File: src/rtl/fairness_arbiter.sv
// rtl/fairness_arbiter.sv - traffic-light style lane arbiter with ALLRED/GREEN/YELLOW phases and per-lane wait aging
// Optional starvation override enabled by defining FAIRNESS_AGING_EN.
module fairness_arbiter #(
  parameter int N_LANES       = 4,
  parameter int GREEN_CYCLES  = 8,
  parameter int YELLOW_CYCLES = 2,
  parameter int AGE_W         = 5,
  parameter int AGE_LIMIT     = 20
) (
  input  logic                       Clock,
  input  logic                       Reset,
  input  logic [N_LANES-1:0]         Lanes,
  output logic [N_LANES-1:0]         Green,
  output logic [N_LANES-1:0]         Yellow,
  output logic [$clog2(N_LANES)-1:0] Served,
  output logic [N_LANES-1:0]         Starve
);

  localparam int SW     = $clog2(N_LANES);
  localparam int PH_MAX = (GREEN_CYCLES > YELLOW_CYCLES) ? GREEN_CYCLES : YELLOW_CYCLES;
  localparam int CW     = $clog2(PH_MAX + 1);
  localparam logic [AGE_W-1:0] AGE_MAX = {AGE_W{1'b1}};
  localparam logic [AGE_W-1:0] AGE_TH  = AGE_W'(AGE_LIMIT);

  typedef enum logic [1:0] {
    s_allred,
    s_green,
    s_yellow
  } state_t;

  state_t             state, state_nxt;
  logic [CW-1:0]      cnt, cnt_nxt;
  logic [SW-1:0]      served_nxt;
  logic [SW-1:0]      winner;
  logic               entering;
  logic [AGE_W-1:0]   wait_q   [N_LANES];
  logic [AGE_W-1:0]   wait_nxt [N_LANES];
  logic [N_LANES-1:0] starve_nxt;
  logic [N_LANES-1:0] green_nxt;
  logic [N_LANES-1:0] yellow_nxt;

  // Fixed priority picks the highest requesting index; a starving lane (lowest index first) overrides it.
  always_comb begin
    winner = '0;
    for (int i = 0; i < N_LANES; i++) begin
      if (Lanes[i]) winner = SW'(i);
    end
`ifdef FAIRNESS_AGING_EN
    for (int i = N_LANES - 1; i >= 0; i--) begin
      if (Lanes[i] && Starve[i]) winner = SW'(i);
    end
`endif
  end

  always_comb begin
    state_nxt  = state;
    cnt_nxt    = cnt;
    served_nxt = Served;
    entering   = 1'b0;
    case (state)
      s_allred: begin
        if (|Lanes) begin
          state_nxt  = s_green;
          cnt_nxt    = CW'(1);
          served_nxt = winner;
          entering   = 1'b1;
        end
      end
      s_green: begin
        if (cnt == CW'(GREEN_CYCLES) || !Lanes[Served]) begin
          state_nxt = s_yellow;
          cnt_nxt   = CW'(1);
        end else begin
          cnt_nxt = cnt + CW'(1);
        end
      end
      s_yellow: begin
        if (cnt == CW'(YELLOW_CYCLES)) begin
          state_nxt = s_allred;
          cnt_nxt   = '0;
        end else begin
          cnt_nxt = cnt + CW'(1);
        end
      end
      default: begin
        state_nxt = s_allred;
        cnt_nxt   = '0;
      end
    endcase
  end

  // Starve is derived from the next wait value so it always agrees with the counter it reports.
  always_comb begin
    for (int i = 0; i < N_LANES; i++) begin
      wait_nxt[i] = wait_q[i];
      if (!Lanes[i] || (entering && winner == SW'(i))) begin
        wait_nxt[i] = '0;
      end else if (!Green[i] && wait_q[i] != AGE_MAX) begin
        wait_nxt[i] = wait_q[i] + AGE_W'(1);
      end
      starve_nxt[i] = (wait_nxt[i] >= AGE_TH);
    end
  end

  always_comb begin
    green_nxt  = '0;
    yellow_nxt = '0;
    if (state_nxt == s_green)  green_nxt  = N_LANES'(1) << served_nxt;
    if (state_nxt == s_yellow) yellow_nxt = N_LANES'(1) << served_nxt;
  end

  always_ff @(posedge Clock) begin
    if (Reset) begin
      state  <= s_allred;
      cnt    <= '0;
      Green  <= '0;
      Yellow <= '0;
      Served <= '0;
      Starve <= '0;
      for (int i = 0; i < N_LANES; i++) wait_q[i] <= '0;
    end else begin
      state  <= state_nxt;
      cnt    <= cnt_nxt;
      Green  <= green_nxt;
      Yellow <= yellow_nxt;
      Served <= served_nxt;
      Starve <= starve_nxt;
      for (int i = 0; i < N_LANES; i++) wait_q[i] <= wait_nxt[i];
    end
  end

endmodule

File: config.mk
export PLATFORM = sky130hd
export DESIGN_NAME = fairness_arbiter
export DESIGN_NICKNAME = d
export VERILOG_FILES = /design/src/rtl/fairness_arbiter.sv
export SDC_FILE = /design/constraint.sdc
export NUM_CORES = 1
export LEC_CHECK = 0
export ABC_AREA = 1
export BUFFER_PORTS_ARGS = -buffer_cell sky130_fd_sc_hd__clkbuf_2
export CAP_MARGIN = 20
export CORE_MARGIN = 1
export CORE_UTILIZATION = 55
export DETAILED_ROUTE_END_ITERATION = 10
export GPL_TIMING_DRIVEN = 0
export PLACE_DENSITY = 0.75
export SETUP_SLACK_MARGIN = 0.02
export SLEW_MARGIN = 20
export SYNTH_ARGS = -nofsm -noshare
export SYNTH_HDL_FRONTEND = slang
export SYNTH_SLANG_ARGS = --single-unit
File: constraint.sdc
create_clock -name Clock -period 1.96 [get_ports Clock]
set_input_delay 0.49 -clock Clock [delete_from_list [all_inputs] [get_ports Clock]]
set_output_delay 0.49 -clock Clock [all_outputs]
set_load 0.005 [all_outputs]
==> results_dict.tcl, run 1 <==
set metrics [dict create \
    synth_flop_cell "dfxtp_1" \
    io_buffer_count 18 \
    nets 280 \
    cp_max_fo 5 \
    switching_share_pct 29.12 \
    wl_mm 3.253 \
    synth_top_family_by_area "simple AND/OR/NAND/NOR gates" \
    synth_compound_area_share_pct 6.456 \
    synth_simple_gate_area_share_pct 28.31 \
    utilization_pct 66.56 \
    crit_path_max_incr_delay_ns 0.35 \
    post_cts_buffers 0 \
    first_global_vias 1392 \
    crit_type "reg -> reg" \
    required_ns 2.25 \
    synth_mux_area_share_pct 1.681 \
    whs_ns 0.4480 \
    synth_seq_cells 40 \
    r2r-end "Starve[1]$_SDFF_PP0_" \
    period_minus_slack_ns 1.739 \
    rr_worst_depth 8 \
    setup_ws_ns 0.2212 \
    combinationalPowerShare_pct 18.3 \
    ys_seq_area_share_pct 43.04 \
    slowest_stage "dfxtp_1" \
    synth_edf_count 0 \
    dieArea_sq_mm 0.003619 \
    synth_warnings 0 \
    area_growth_pct 11.90 \
    antenna_found_initial 0 \
    drt_iter0_markers 57 \
    path_cells "ha_1, and3_1, ha_1, nor2_2, nand4_1, xnor2_1, nand2_1, a21oi_1" \
    ioPinCount 20 \
    p_clk_share_pct 30.2 \
    hold_buffers 0 \
    route.vias.total 1525 \
    powerDensity_mw_per_mm2 843.5 \
    instances_no_fill 308 \
    synth.lib_cells_used.distinct 27 \
    worstPathArrival_ns 2.03 \
    hold_path_class "in -> reg" \
    p_sw_w 0.0005115 \
    p_seq_share_pct 51.5 \
    status "completed" \
    finalWeightedCongestion 0.8627 \
    ctsResizeCount 0 \
    holdPathStages 2 \
    syn_inst 238 \
    clock_skew_ns 0.008383 \
    r2r-start "wait_q[1][0]$_SDFF_PP0_" \
    cp-startpoint "wait_q[1][0]$_SDFF_PP0_" \
    numCtsBuffers 5 \
    netlist.area_leader.share_pct 43.04 \
    viasPerCell 4.951 \
    fmax_mhz 575.1 \
    synth_fa_ha_area_share_pct 7.397 \
    ir_worst_vdd_mv 0.6166 \
    synthTopCellsByArea "dfxtp_1 43%, nand2_1 10%, ha_1 7.4%" \
    grt_pass1_wl_mm 5.692 \
    wire_per_inst_um 10.56 \
    critPathLaunchType "flip-flop" \
    synth_xor_area_share_pct 6.120 \
    slew_viol_final 0 \
    drtAntennaViolNets 0 \
    dp_cells 300 \
    grt_max_degree 13 \
    r2r_slack_ns 0.22 \
    syn_nets 255 \
    synth_top_cell_by_area "dfxtp_1" \
    p_int_w 0.001245 \
    die_y_um 60.16 \
    end_kind "flip-flop" \
    drc 0 \
    gr-usage-all-layers_pct 21.44 \
    leakage_nw 0.9920 \
    crit_top_cell "ha_1" \
    place_ws_ns 0.2503 \
    drive_above_1_share_pct 19.70 \
    num_antenna_cells 0 \
    hold_violations 0 \
    max_cap_violations 0 \
    start_util_pct 59.48 \
    design.core.area_sq_mm 0.003128 \
    tightest_slew_ns 0.2483 \
    syn-mean-instance-area_sq_um 7.817 \
    clock-sinks 40 \
    rows 20 \
    insertion_delay_ns 0.35 \
    clk_pin_slew_ns 0.12 \
    cts_buffer_depth 2 \
    post-route-period-util_pct 88.72 \
    hold_end "wait_q[3][4]$_SDFF_PP0_" \
    cts_root_buffer "clkbuf_4" \
    async_reset_ff_share_pct 0 \
    synth.cell_area_sq_mm 0.001861 \
    die_x_um 60.16 \
    slew_headroom_pct 83.43 \
    h-tree-depth 2 \
    min_from "Reset" \
    setup_viol 0 \
    cts_tree "built" \
    dr.pass1.iters 5 \
    hpwl_mm 2.469 \
    overflow 0 \
    rsz0062_at_grt "false" \
    tns_ns 0 \
]
[cells in the final DEF, fill, tap and decap left out, drive strengths merged]
master,n
a21boi,1
nand2,55
o22ai,1
o21ai,9
mux2,1
nor3,3
dfxtp,40
nand3,12
nand4,8
mux2i,2
inv,31
clkinv,2
ha,11
a21oi,8
bufinv,1
buf,2
and3,1
clkbuf,24
xor2,7
nor2,39
xnor2,6
[critical path: cells and delay by family, from the launching register on]
| kind | cells | cell delay, ns |
|---|---|---|
| flops | 1 | 0.35 |
| fa+ha+maj | 2 | 0.41 |
| compound gates | 1 | 0.12 |
| simple gates | 4 | 0.64 |
| xor+xnor | 1 | 0.16 |
[state kept, by name, summed over array words and instances, names as in the netlist]
register / cells
wait_q: 20
cnt: 4
Starve: 4
Green: 4
Yellow: 4
state: 2
Served: 2
[final cells by class]
cell class                      instances  area (sq um)
Fill cell                             290          1046
Clock buffer                            6         41.29
Multi-Input combinational cell        164         929.6
Inverter                               32         120.1
Clock inverter                          2         35.03
Tap cell                               44         55.05
Sequential cell                        40         800.8
Timing Repair Buffer                   18         90.09
Buffer                                  2         10.01
[per-stage QoR]
| step | total power [W] | area [sq um] |
|---|---|---|
| finish | 0.001756 | 2082 |
| global placement | 0.001236 | 2006 |
| floorplan | 0.001159 | 1861 |
| CTS | 0.001774 | 2082 |
| global route | 0.001864 | 2082 |
| detailed placement | 0.001242 | 2006 |
[power groups by stage]
stage          Sequential (W)  Combinational, W  Clock (W)
2_1_floorplan        0.000919          0.000241          0
3_3_place_gp         0.000923          0.000313          0
3_5_place_dp         0.000924          0.000319          0
4_1_cts              0.000905          0.000324   0.000545
5_1_grt              0.000913          0.000366   0.000585
6_report             0.000905          0.000321   0.000531
[cells by family after synthesis]
group | Yosys count
and+or+nand+nor | 118
DFF | 40
buffers and inverters | 34
AOI/OAI and AO/OA | 19
xor gates and xnor gates | 13
adders and majority gates | 11
muxes | 3
[layer usage]
layer  vias up  share of wire [%]  GRT usage [%]  wire length (um)
met2        20                 46          35.64              1505
met1       693                 48          25.63              1577
met5         -                  0              0                 0
met3         7                3.6          6.710               118
met4         0                1.6          7.973                52
li1        805                  -              -                 -
[how the worst max path moves through the flow]
stage | endpoint | slack (ns) | cells after the start
2_1_floorplan | Starve[1]$_SDFF_PP0_ | 0.38 | 8
3_3_place_gp | Starve[1]$_SDFF_PP0_ | 0.26 | 8
3_5_place_dp | Starve[1]$_SDFF_PP0_ | 0.25 | 8
5_1_grt | Starve[1]$_SDFF_PP0_ | 0.06 | 8
6_report | Starve[1]$_SDFF_PP0_ | 0.22 | 8
4_1_cts | Starve[1]$_SDFF_PP0_ | 0.20 | 8
[synthesized netlist by cell type, drive strengths merged, types with 2 or more instances]
master  number
nand2       55
dfxtp       40
nor2        39
inv         31
nand3       12
ha          11
o21ai        9
a21oi        8
nand4        8
xor2         7
xnor2        6
nor3         3
buf          2
mux2i        2
No activity file was read; power rests on OpenSTA's default activity.
==> run 2, diff against run 1 <==
--- a/config.mk
+++ b/config.mk
@@ -5,14 +5,13 @@
 export SDC_FILE = /design/constraint.sdc
 export NUM_CORES = 1
 export LEC_CHECK = 0
-export ABC_AREA = 1
 export BUFFER_PORTS_ARGS = -buffer_cell sky130_fd_sc_hd__clkbuf_2
 export CAP_MARGIN = 20
 export CORE_MARGIN = 1
 export CORE_UTILIZATION = 55
 export DETAILED_ROUTE_END_ITERATION = 10
 export GPL_TIMING_DRIVEN = 0
-export PLACE_DENSITY = 0.75
+export PLACE_DENSITY = 0.76
 export SETUP_SLACK_MARGIN = 0.02
 export SLEW_MARGIN = 20
 export SYNTH_ARGS = -nofsm -noshare
==> run 2 against run 1 <==
Against the previous run: synthesized cell count down 19%; non-clock buffer count up 2; sequential cell count unchanged; sequential share of layout area up 0.74 points; sequential power about the same; synthesized area down 3.0%; via count down 4.9%; design area down 1.3%; critical path depth down 1; largest power group unchanged.
==> results_dict.tcl, run 2 <==
set metrics [dict create \
    synth_flop_cell "dfxtp_1" \
    syn_nets 210 \
    instances_no_fill 262 \
    synth_seq_cells 40 \
    syn-mean-instance-area_sq_um 9.355 \
    dieArea_sq_mm 0.003516 \
    hold_path_class "in -> reg" \
    cp_max_fo 5 \
    synth.cell_area_sq_mm 0.001805 \
    final_cell_mix "38 x dfxtp_1, 20 x nor2_1, 16 x clkbuf_2, 14 x a21oi_1, 13 x nand2_1" \
    grt_max_degree 13 \
    nets 235 \
    fmax_mhz 540.9 \
    cts_root_buffer "clkbuf_4" \
    io_buffer_count 16 \
    rsz0062_at_grt "true" \
    ioPinCount 20 \
    clock-sinks 40 \
    required_ns 2.21 \
    design.core.area_sq_mm 0.003078 \
    area_growth_pct 13.86 \
    p_clk_share_pct 24.8 \
    ir_worst_vdd_mv 0.4181 \
    finalWeightedCongestion 0.8307 \
    async_reset_ff_share_pct 0 \
    critPathLaunchType "flip-flop" \
    drtAntennaViolNets 0 \
    insertion_delay_ns 0.34 \
    nFillCells 280 \
    p_sw_w 0.0004606 \
    synth_warnings 0 \
    setup_viol 0 \
    ys_seq_area_share_pct 44.35 \
    clk_pin_slew_ns 0.11 \
    cts_tree "built" \
    syn_inst 193 \
    leakage_nw 0.8375 \
    highest_layer "met4" \
    wire_per_inst_um 12.70 \
    viasPerCell 5.538 \
    drt_iter0_markers 60 \
    h-tree-depth 2 \
    synth.lib_cells_used.distinct 42 \
    met3RoutedLength_um 106 \
    yosysMostFrequentCell "dfxtp_1" \
    grt_pass1_wl_mm 5.796 \
    max_cap_violations 0 \
    met1_length_mm 1.508 \
    drive_above_1_share_pct 22.02 \
    setup_ws_ns 0.1113 \
    power_w 0.001563 \
    final_common_cell "dfxtp_1" \
    gr-usage-all-layers_pct 22.06 \
    period_minus_slack_ns 1.849 \
    top_register "wait_q" \
    die_x_um 59.30 \
    place_ws_ns -0.08504 \
    drc 0 \
    dr.pass1.iters 4 \
    cts_buffer_depth 2 \
    numCtsBuffers 5 \
    dp_cells 253 \
    synth_common_cells "40 x dfxtp_1, 23 x nor2_1, 15 x a21oi_1" \
    synth_edf_count 0 \
    end_kind "flip-flop" \
    overflow 0 \
    wl_mm 3.327 \
    route.vias.total 1451 \
    synth_top_cell_by_area "dfxtp_1" \
    hpwl_mm 2.512 \
    netlist.area_leader.share_pct 44.35 \
    worstPathArrival_ns 2.10 \
    status "completed" \
    slew_viol_final 0 \
    powerDensity_mw_per_mm2 760.6 \
    route.met2.wl_mm 1.661 \
    post-route-period-util_pct 94.32 \
    largest_reg_flops 20 \
    die_y_um 59.30 \
    synthTopCellsByArea "dfxtp_1 44%, ha_1 7.6%, nor2_1 4.8%" \
    slew_headroom_pct 64.23 \
    start_util_pct 58.66 \
    antenna_found_initial 0 \
    combinationalPowerShare_pct 17.2 \
    crit_type "reg -> reg" \
    rows 20 \
    first_global_vias 1414 \
    hold_violations 0 \
    p_seq_share_pct 58.0 \
    clock_skew_ns 0.006597 \
    switching_share_pct 29.46 \
    tightest_slew_ns 0.5334 \
    num_antenna_cells 0 \
    p_int_w 0.001103 \
]
## run 2: cell types whose count changed after synthesis, sizes merged, moves of 2 or more
cell     previous run  this run
a2111oi             0         2
a21oi               8        15
and2                0         3
and3                1         9
buf                 2         4
inv                31         5
nand2              55        14
nand3              12         6
nand4               8         5
nor2               39        24
nor3b               0         4
nor4                0         2
o21a                0         2
o21ai               9        12
## run 2: final cells by class
| type | count | area (sq um) | area share [%] |
|---|---|---|---|
| buffer | 4 | 20.02 | 0.9738 |
| clock buffer | 5 | 37.54 | 1.826 |
| clock inverter | 2 | 12.51 | 0.6086 |
| inverter | 5 | 18.77 | 0.9130 |
| multi-input combinational | 144 | 1011 | 49.18 |
| sequential | 40 | 805.8 | 39.20 |
| tap | 44 | 55.05 | 2.678 |
| timing repair buffer | 18 | 95.09 | 4.626 |
## run 2: worst max-delay path, cell delays in order (launching register included)
cell,delay [ns]
dfxtp_4,0.38
ha_2,0.19
and3_4,0.19
ha_4,0.16
or3b_4,0.42
a21oi_2,0.11
a21oi_1,0.07
o221a_2,0.24
## run 2: metal layers
layer / global-route usage (%) / up-vias
met5: 0 / -
met4: 11.22 / 0
met3: 4.585 / 7
met2: 38.04 / 26
met1: 25.69 / 676
li1: - / 742
## run 2: final timing paths
| check | start | slack [ns] | to | cells after the start |
|---|---|---|---|---|
| setup / recovery | wait_q[2][0]$_SDFF_PP0_ | 0.11 | Starve[2]$_SDFF_PP0_ | 7 |
| hold / removal | Reset | 0.46 | Served[1]$_SDFF_PP0_ | 2 |
| hold reg to reg | wait_q[3][1]$_SDFF_PP0_ | 0.51 | wait_q[3][1]$_SDFF_PP0_ | 2 |
| setup reg to reg | wait_q[2][0]$_SDFF_PP0_ | 0.11 | Starve[2]$_SDFF_PP0_ | 7 |
## run 2: power by group through the flow
stage	registers, W	logic [W]	clock network [W]
2_1_floorplan	0.000917	0.000184	0
3_3_place_gp	0.000922	0.000247	0
3_5_place_dp	0.000924	0.000254	0
4_1_cts	0.000907	0.000257	0.000399
5_1_grt	0.000916	0.000303	0.000437
6_report	0.000908	0.000268	0.000387
## run 2: repair_timing
| item | in CTS | in global routing |
|---|---|---|
| endpoints found under the hold margin | 0 | 0 |
| buffers inserted | 0 | 2 |
| endpoints found under the setup margin | 2 | 6 |
| gates resized for setup | 4 | 10 |
| pin swaps | 0 | 1 |
| hold buffers | 0 | 0 |
## run 2: logic make-up (layout without fill, tap and decap cells)
| group | Yosys count | in the layout | synth area share (%) |
|---|---|---|---|
| DFF | 40 | 40 | 44.35 |
| adders and majority gates | 11 | 11 | 7.623 |
| and+or+nand+nor | 77 | 77 | 22.04 |
| muxes | 3 | 3 | 2.356 |
| xor gates and xnor gates | 13 | 13 | 6.306 |
| AOI/OAI and AO/OA | 40 | 40 | 15.18 |
| buffers and inverters | 9 | 34 | 2.148 |
## run 2: per-stage QoR
stage          hold WS [ns]  utilization [%]  instance area [sq um]   TNS, ns
2_1_floorplan        0.4706                -                   1808         0
3_3_place_gp         0.4861            63.13                   1943  -0.06214
3_5_place_dp         0.4950            63.13                   1943  -0.09379
4_1_cts              0.4435            65.12                   2004         0
5_1_grt              0.4726            66.79                   2056  -0.01215
6_report             0.4561            66.79                   2056         0
